--- src/rtl/stream_pattern_pkg.sv ---
// rtl/stream_pattern_pkg.sv - shared types and helpers for stream_pattern_gen
package stream_pattern_pkg;

    typedef enum logic [1:0] {IDLE, RUN, DONE} state_t;

    typedef enum logic [1:0] {
        MODE_INC   = 2'd0,
        MODE_CONST = 2'd1,
        MODE_IDX   = 2'd2
    } mode_t;

    localparam int MAX_BYTES = 64;

    // Byte enables for the final beat: low rem lanes, or every lane when rem is zero.
    function automatic logic [MAX_BYTES-1:0] keep_mask(input logic [31:0] rem, input int bytes);
        logic [MAX_BYTES-1:0] m;
        m = '0;
        for (int i = 0; i < MAX_BYTES; i++)
            m[i] = (rem == 32'd0) ? (i < bytes) : (32'(i) < rem);
        return m;
    endfunction

endpackage

--- src/rtl/pattern_fill.sv ---
// rtl/pattern_fill.sv - combinational tdata generator for one beat index
module pattern_fill
    import stream_pattern_pkg::*;
#(
    parameter int WIDTH = 64
) (
    input  logic [1:0]       mode,
    input  logic [7:0]       seed,
    input  logic [31:0]      beat,
    output logic [WIDTH-1:0] data
);

    localparam int BYTES = WIDTH / 8;
    localparam logic [7:0] BYTES8 = 8'(BYTES);

    logic [7:0] base;

    // Lane i of mode 0 is base + i; everything is modulo 256 by construction.
    assign base = seed + beat[7:0] * BYTES8;

    always_comb begin
        data = '0;
        for (int i = 0; i < BYTES; i++) begin
            case (mode)
                MODE_CONST: data[8*i +: 8] = seed;
                MODE_IDX:   data[8*i +: 8] = beat[8*(i%4) +: 8];
                default:    data[8*i +: 8] = base + 8'(i);
            endcase
        end
    end

endmodule

--- src/rtl/stream_pattern_gen.sv ---
// rtl/stream_pattern_gen.sv - AXI4-Stream test-pattern source with ap_ctrl_hs control
module stream_pattern_gen
    import stream_pattern_pkg::*;
#(
    parameter int WIDTH = 64,
    parameter int PKT_W = 16
) (
    input  logic               ap_clk,
    input  logic               ap_rst_n,
    input  logic               ap_start,
    output logic               ap_ready,
    output logic               ap_done,
    output logic               ap_idle,
    input  logic [1:0]         mode,
    input  logic [7:0]         seed,
    input  logic [31:0]        size,
    input  logic [PKT_W-1:0]   pkt_len,
    output logic [WIDTH-1:0]   tdata,
    output logic [WIDTH/8-1:0] tkeep,
    output logic               tvalid,
    output logic               tlast,
    input  logic               tready
);

    localparam int BYTES = WIDTH / 8;

    state_t             state, state_nxt;
    logic [1:0]         mode_r;
    logic [7:0]         seed_r;
    logic [PKT_W-1:0]   pkt_len_r, pkt_cnt, pkt_cnt_nxt;
    logic [31:0]        total_r, beat, beat_nxt;
    logic [BYTES-1:0]   keep_last_r, keep_last_c;
    logic               final_r, final_nxt, last_nxt;
    logic [31:0]        rem_c, total_c;
    logic [1:0]         fill_mode;
    logic [7:0]         fill_seed;
    logic [31:0]        fill_beat;
    logic [WIDTH-1:0]   fill_data;
    logic               hs;

    assign rem_c       = size % 32'(BYTES);
    assign total_c     = size / 32'(BYTES) + 32'(rem_c != 32'd0);
    assign keep_last_c = BYTES'(keep_mask(rem_c, BYTES));
    assign hs          = tvalid && tready;

    assign beat_nxt    = beat + 32'd1;
    assign final_nxt   = (beat_nxt == total_r - 32'd1);
    assign pkt_cnt_nxt = (pkt_cnt == pkt_len_r) ? PKT_W'(1) : pkt_cnt + PKT_W'(1);
    assign last_nxt    = final_nxt || ((pkt_len_r != '0) && (pkt_cnt_nxt == pkt_len_r));

    // In IDLE the filler sees the live config so beat 0 is ready on the load edge.
    assign fill_mode = (state == IDLE) ? mode : mode_r;
    assign fill_seed = (state == IDLE) ? seed : seed_r;
    assign fill_beat = (state == IDLE) ? 32'd0 : beat_nxt;

    pattern_fill #(.WIDTH(WIDTH)) u_fill (
        .mode (fill_mode),
        .seed (fill_seed),
        .beat (fill_beat),
        .data (fill_data)
    );

    always_ff @(posedge ap_clk or negedge ap_rst_n) begin
        if (!ap_rst_n) state <= IDLE;
        else           state <= state_nxt;
    end

    // DONE lingers one extra cycle for size 0 so ap_done follows ap_ready.
    always_comb begin
        state_nxt = state;
        case (state)
            IDLE:    if (ap_start) state_nxt = (size != 32'd0) ? RUN : DONE;
            RUN:     if (hs && final_r) state_nxt = DONE;
            DONE:    if (ap_done) state_nxt = IDLE;
            default: state_nxt = IDLE;
        endcase
    end

    always_ff @(posedge ap_clk or negedge ap_rst_n) begin
        if (!ap_rst_n) begin
            ap_ready    <= 1'b0;
            ap_done     <= 1'b0;
            ap_idle     <= 1'b1;
            tdata       <= '0;
            tkeep       <= '0;
            tvalid      <= 1'b0;
            tlast       <= 1'b0;
            mode_r      <= '0;
            seed_r      <= '0;
            pkt_len_r   <= '0;
            pkt_cnt     <= '0;
            total_r     <= '0;
            beat        <= '0;
            keep_last_r <= '0;
            final_r     <= 1'b0;
        end else begin
            ap_ready <= 1'b0;
            ap_done  <= 1'b0;
            ap_idle  <= (state_nxt == IDLE);
            case (state)
                IDLE: begin
                    if (ap_start) begin
                        mode_r      <= mode;
                        seed_r      <= seed;
                        pkt_len_r   <= pkt_len;
                        total_r     <= total_c;
                        keep_last_r <= keep_last_c;
                        beat        <= '0;
                        pkt_cnt     <= PKT_W'(1);
                        ap_ready    <= 1'b1;
                        if (size != 32'd0) begin
                            tvalid  <= 1'b1;
                            tdata   <= fill_data;
                            final_r <= (total_c == 32'd1);
                            tkeep   <= (total_c == 32'd1) ? keep_last_c : '1;
                            tlast   <= (total_c == 32'd1) || (pkt_len == PKT_W'(1));
                        end
                    end
                end
                RUN: begin
                    if (hs) begin
                        if (final_r) begin
                            tvalid  <= 1'b0;
                            tlast   <= 1'b0;
                            ap_done <= 1'b1;
                        end else begin
                            beat    <= beat_nxt;
                            pkt_cnt <= pkt_cnt_nxt;
                            tdata   <= fill_data;
                            final_r <= final_nxt;
                            tkeep   <= final_nxt ? keep_last_r : '1;
                            tlast   <= last_nxt;
                        end
                    end
                end
                DONE:    ap_done <= !ap_done;
                default: ;
            endcase
        end
    end

endmodule

--- config.mk ---
export PLATFORM = sky130hd
export DESIGN_NAME = stream_pattern_gen
export DESIGN_NICKNAME = d
export VERILOG_FILES = /design/src/rtl/stream_pattern_pkg.sv /design/src/rtl/pattern_fill.sv /design/src/rtl/stream_pattern_gen.sv
export SDC_FILE = /design/constraint.sdc
export NUM_CORES = 1
export LEC_CHECK = 0
export BUFFER_PORTS_ARGS = -buffer_cell sky130_fd_sc_hd__buf_2
export CORE_MARGIN = 1.5
export CORE_UTILIZATION = 55
export CTS_CLUSTER_SIZE = 16
export DETAILED_ROUTE_END_ITERATION = 16
export GPL_ROUTABILITY_DRIVEN = 1
export HOLD_SLACK_MARGIN = 0.06
export PLACE_DENSITY = 0.81
export SYNTH_ARGS = -nofsm -noshare
export SYNTH_HDL_FRONTEND = slang
export SYNTH_HIERARCHICAL = 1
export SYNTH_SLANG_ARGS = --single-unit
--- constraint.sdc ---
create_clock -name ap_clk -period 10.6 [get_ports ap_clk]
set_clock_uncertainty 0.05 [all_clocks]
set_input_delay 1.06 -clock ap_clk [delete_from_list [all_inputs] [get_ports ap_clk]]
set_output_delay 1.06 -clock ap_clk [all_outputs]
set_load 0.01 [all_outputs]
-- Word-level counts from Yosys, hierarchy flattened
Index checks and enable logic that the tools add are counted.
- bits in registers: 194
- bits of input ports: 62
- output and inout port bits: 77
- word-level logic and storage cells: 133
- add/subtract/negate cells: 12
- order comparisons: 8
- eq/ne operators: 14
- multiplexer cells: 65
- reductions and logical operators: 18
- operators by type and width (operator ; number):
    $mux W64 ; 4
    $pmux W8 S2 ; 9
    $mux W32 ; 4
    $pmux W64 S2 ; 1
    $mux W16 ; 4
    $pmux W32 S2 ; 1
    $reduce_bool A32 Y1 ; 2
    $mux W8 ; 7
    $add A32 B1 Y32 const B ; 1
    $add A8 B3 Y8 const B ; 4
    $eq A16 B16 Y1 ; 2
    $eq A32 B32 Y1 ; 1
    $logic_not A32 Y1 ; 1
    $pmux W16 S2 ; 1
    $sub A32 B1 Y32 const B ; 1
    $add A29 B1 Y30 ; 1
    $eq A30 B1 Y1 const B ; 1
    $mux W1 ; 24
    $add A16 B1 Y16 const B ; 1
    $add A8 B2 Y8 const B ; 2
    $eq A16 B1 Y1 const B ; 1
    $reduce_bool A16 Y1 ; 1
    $lt A3 B3 Y1 const A ; 4
    $mux W2 ; 5
    18 further kinds ; 34

-- Depth between registers and ports, before layout
- word-level depth: 8
- depth in mapped cells: 15
- depth with buffers taken out: 13

-- Modules after synthesis
The synthesis kept the hierarchy.
- modules (own cells, without submodules) (module ; instances ; cells each ; area each (µm²) ; seq. area each (µm²)):
    stream_pattern_gen ; 1 ; 1218 ; 11597.4 ; 4805.9
    pattern_fill ; 1 ; 245 ; 1582.8 ; 0.0

-- Worst setup path before layout
Ideal clock, no wire load.
- kind: input port to flip-flop
- start point: input size[2]
- end point: register tkeep[3]
- setup time: 119 ps
- arrival: 3865 ps
- required time: 10431 ps
- slack: 6566 ps
- cell stages on the path: 15
- path buffers: 2
- cell sequence: clkbuf_1 > nor3_1 > inv_1 > ha_1 > ha_1 > buf_2 > inv_1 > nor4_2 > nand3_1 > nor4bb_1 > o2bb2ai_1 > nor4_4 > nand3_1 > o21ai_0 > o21ba_1
- word-level cells in the longest chain between the ends: 7
- elaborated cells on any way between the ends: 13
- classes of those cells: add/sub (1); order compare (1); eq/ne (2); mux (5); reduce/logical (4)
- ends and longest elaborated chain (item ; RTL line ; source):
    from (decl) ; stream_pattern_gen.sv:16 ; input logic [31:0] size,
    $reduce_bool A32 Y1 ; stream_pattern_gen.sv:42 ; assign total_c = size / 32'(BYTES) + 32'(rem_c != 32'd0);
    $add A29 B1 Y30 ; stream_pattern_gen.sv:42 ;
    $eq A30 B1 Y1 ; stream_pattern_gen.sv:115 ; tkeep <= (total_c == 32'd1) ? keep_last_c : '1;
    $mux W8 ; stream_pattern_gen.sv:115 ;
    $mux W8 ; stream_pattern_gen.sv:111 ; if (size != 32'd0) begin
    $mux W8 ; stream_pattern_gen.sv:102 ; if (ap_start) begin
    $pmux W8 S2 ; stream_pattern_gen.sv:100 ; case (state)
    to (signal assigned) ; stream_pattern_gen.sv:115 ;
    to (signal assigned) ; stream_pattern_gen.sv:131 ; tkeep <= final_nxt ? keep_last_r : '1;
    to (decl) ; stream_pattern_gen.sv:19 ; output logic [WIDTH/8-1:0] tkeep,
Parallel ways exist; a longest one is shown, timed or not. The select of a mux whose other input is x is not followed.
A chain may end at the register's enable or synchronous reset.

-- Worst setup path in the final report
Same ends and word-level chain as after synthesis.

==> impl_metrics.tcl <==
set metrics [dict create \
    outcome "finished clean" \
    ys_ff_latch 192 \
    crit_path_cell_trace "buf_2 > nor3_1 > inv_1 > ha_1 > ha_1 > inv_1 > nor4_2 > nand3_1 > nor4bb_1 > o2bb2ai_1 > nor4_4 > nand3_1 > o21ai_0 > o21ba_1" \
    peakVddDrop_v 0.000220 \
    routabilityCongestion 0.911 \
    cp_slowest_cell "nor4_4" \
    synth_top_area_share_pct 36.3 \
    cts_sinks 192 \
    synth_simple_gate_area_share_pct 21.5 \
    power_density_nw_per_um2 317 \
    start_kind "primary input" \
    fin_crit_sh_pct 42.6 \
    die_w_um 158 \
    port_buffers 138 \
    timing.rr.start "state[0]" \
    synth_area_leaders "dfrtp_1 (36%), mux2_2 (8.7%), xnor2_1 (8.6%)" \
    cts_root_buffer "clkbuf_16" \
    drv_slew 0 \
    grt_use_total_pct 28.3 \
    layout-drive-gt1-share_pct 21.0 \
    grt_max_degree 81 \
    h-tree-depth 4 \
    power_leakage_nw 5.85 \
    cp_slowest_stage_delay_ps 800 \
    start_util_pct 56.2 \
    hold_violations 0 \
    syn_area_um2 13200 \
    rows 56 \
    routedWlPerCell_um 18.6 \
    cap_violations 0 \
    firstDrtPassIters 6 \
    coreArea_um2 23500 \
    ff2ff_path_depth 12 \
    cts_resized 0 \
    finalSetupViolations 0 \
    syn_inst 1463 \
    drc 0 \
    syn_to_final_growth_pct 10.1 \
    overflow 0 \
    holdWs_ps 435 \
    tightestPinTransition_ps 1190 \
    cts_tree "yes" \
    ys_warn_count 6 \
    crit_arrival_ps 4810 \
    synth_compound_area_share_pct 13.7 \
    antennaDiodeCount 0 \
    max-slew-margin-rel_pct 20.9 \
    critical_path_class "in -> reg" \
    crit_path_max_fanout 10 \
    required_ps 10890 \
    grt_pass1_vias 10500 \
    synthArstFlopShare_pct 100 \
    synth-edff-count 0 \
    crit_path_end_kind "register" \
    synth_cell_types 85 \
    finalNetCount 1615 \
    rsz0062_at_grt "false" \
    synth_top_family_by_area "simple AND/OR/NAND/NOR gates" \
    antenna_found_initial 0 \
    synth-xor-area-share_pct 12.5 \
    synth_seq_area_share_pct 36.5 \
    r2r_end "tdata[47]" \
    routed_wl_um 34600 \
    ctsLongestPathBuffers 2 \
    hold_buffers 0 \
    die_h_um 158 \
    hold_depth 1 \
    cts_setup_buffers 0 \
    min_period_ps 4520 \
    viasPerCell 6.09 \
    ant_nets 0 \
    min_to "keep_last_r[0]" \
    dp_hpwl_um 25300 \
    ios 139 \
    grt_pass1_wl_um 55300 \
    max_freq_mhz 221 \
    cts.clk_slew.worst_paths_ps 80 \
    r2r_setup_slack_ps 6390 \
    numCtsBuffers 17 \
    vias 11300 \
    first_iter_violations 1160 \
    syn_nets 1550 \
    synthAdderAreaFrac_pct 2.43 \
    yosysTopAreaCell "dfrtp_1" \
    finalSetupTns_ps 0 \
    min_from "keep_last_r[0]" \
    die-area_um2 24900 \
    clk_latency_ps 450 \
    synth_top_flop_cell "dfrtp_1" \
    synthMuxAreaShare_pct 9.03 \
    synth.avg_cell_area_um2 9.01 \
    hold_path_class "reg -> reg" \
]
per-layer routing:
| metal | wire, um | track usage, % | share of wire (%) |
|---|---|---|---|
| met1 | 14800 | 39.1 | 43 |
| met2 | 16500 | 45.3 | 48 |
| met3 | 2380 | 4.02 | 6.9 |
| met4 | 989 | 10.6 | 2.9 |
| met5 | 0 | 0 | 0 |
worst max-delay path by stage:
stage,slack [ps],start,to,depth (start not counted)
final,6080,size[2],tkeep[3],14
after global routing,5720,size[2],tkeep[3],14
after CTS,6150,size[2],tkeep[3],14
after detailed placement,5640,size[2],tkeep[3],14
after global placement,5860,size[2],tkeep[3],14
after floorplan,6570,size[2],tkeep[3],15
cell usage in the layout (no fill, tap or decap), types with 5 or more instances in the layout:
cell,instances
and3_1,16
clkinv_8,6
and4_1,13
nor4_2,9
nor2b_1,9
inv_1,27
nor2_1,102
nand2b_1,10
xnor2_1,130
o21a_1,9
clkbuf_16,17
dfrtp_1,191
xor2_1,46
buf_4,8
mux2_2,102
nor4_1,32
or3_1,13
nor3_1,33
buf_2,137
nand3_1,37
o31ai_1,18
and2_1,9
a21oi_1,86
nor4b_1,5
o21ai_0,119
nand4_1,45
ha_1,22
a21o_1,13
nand2_1,145
nor3_2,5
a31oi_1,11
sequential cells by signal, summed over array words and instances (netlist names), 2 cells and up:
register and flops:
tdata 64, beat 32, total_r 30, pkt_cnt 16, pkt_len_r 16, keep_last_r 8
seed_r 8, tkeep 8, mode_r 2, state 2
cell usage after synthesis, drive strengths merged, types with 3 or more instances:
master / n
a211oi: 4
a21boi: 4
a21o: 13
a21oi: 86
a221oi: 4
a22oi: 4
a31o: 3
a31oi: 11
and2: 9
and3: 16
and4: 13
buf: 37
clkbuf: 63
clkinv: 3
dfrtp: 191
ha: 24
inv: 28
mux2: 103
mux2i: 3
nand2: 146
nand2b: 10
nand3: 41
nand4: 47
nand4b: 3
nor2: 106
nor2b: 9
nor3: 38
nor4: 44
nor4b: 5
nor4bb: 3
o2111ai: 3
o21a: 9
o21ai: 120
o221ai: 4
o22ai: 3
o31ai: 18
o32ai: 3
or3: 15
or4: 4
xnor2: 131
xnor3: 4
xor2: 46
stage by stage:
step | total power [W] | util, % | setup WS (ps) | instances | cell area, um2
after floorplan | 0.00327 | - | 6570 | 1463 | 13200
after global placement | 0.00378 | 59.2 | 5860 | 1828 | 13900
after detailed placement | 0.00388 | 59.2 | 5640 | 1828 | 13900
after CTS | 0.00457 | 61.8 | 6150 | 1860 | 14500
after global routing | 0.00491 | 61.8 | 5720 | 1860 | 14500
final | 0.00460 | 61.8 | 6080 | 1860 | 14500
logic make-up after synthesis:
logic type	count (synthesis)
AO/OA/AOI/OAI	306
XOR/XNOR	181
adder cells (fa/ha/maj)	25
buffers and inverters	131
flip-flops	192
multiplexers	106
AND/OR/NAND/NOR	522
report_power, final:
group	internal (W)	switching (W)
clock network	0.000322	0.000341
registers	0.00100	0.000258
logic	0.00113	0.00155
area by class of cell:
cell class	instances	area, um2
flip-flops and latches	192	4810
multi-input cells	1140	7820
inverters	31	116
fillers	1960	8960
clock buffers	17	425
well taps	319	399
clock inverters	15	189
repair buffers	146	759
critical path: cells and delay by family:
kind	cells	cell delay, ps
AO/OA/AOI/OAI	3	450
adder cells (fa/ha/maj)	2	600
buffers and inverters	3	450
AND/OR/NAND/NOR	6	2240
No activity file was read; power rests on OpenSTA's default activity.
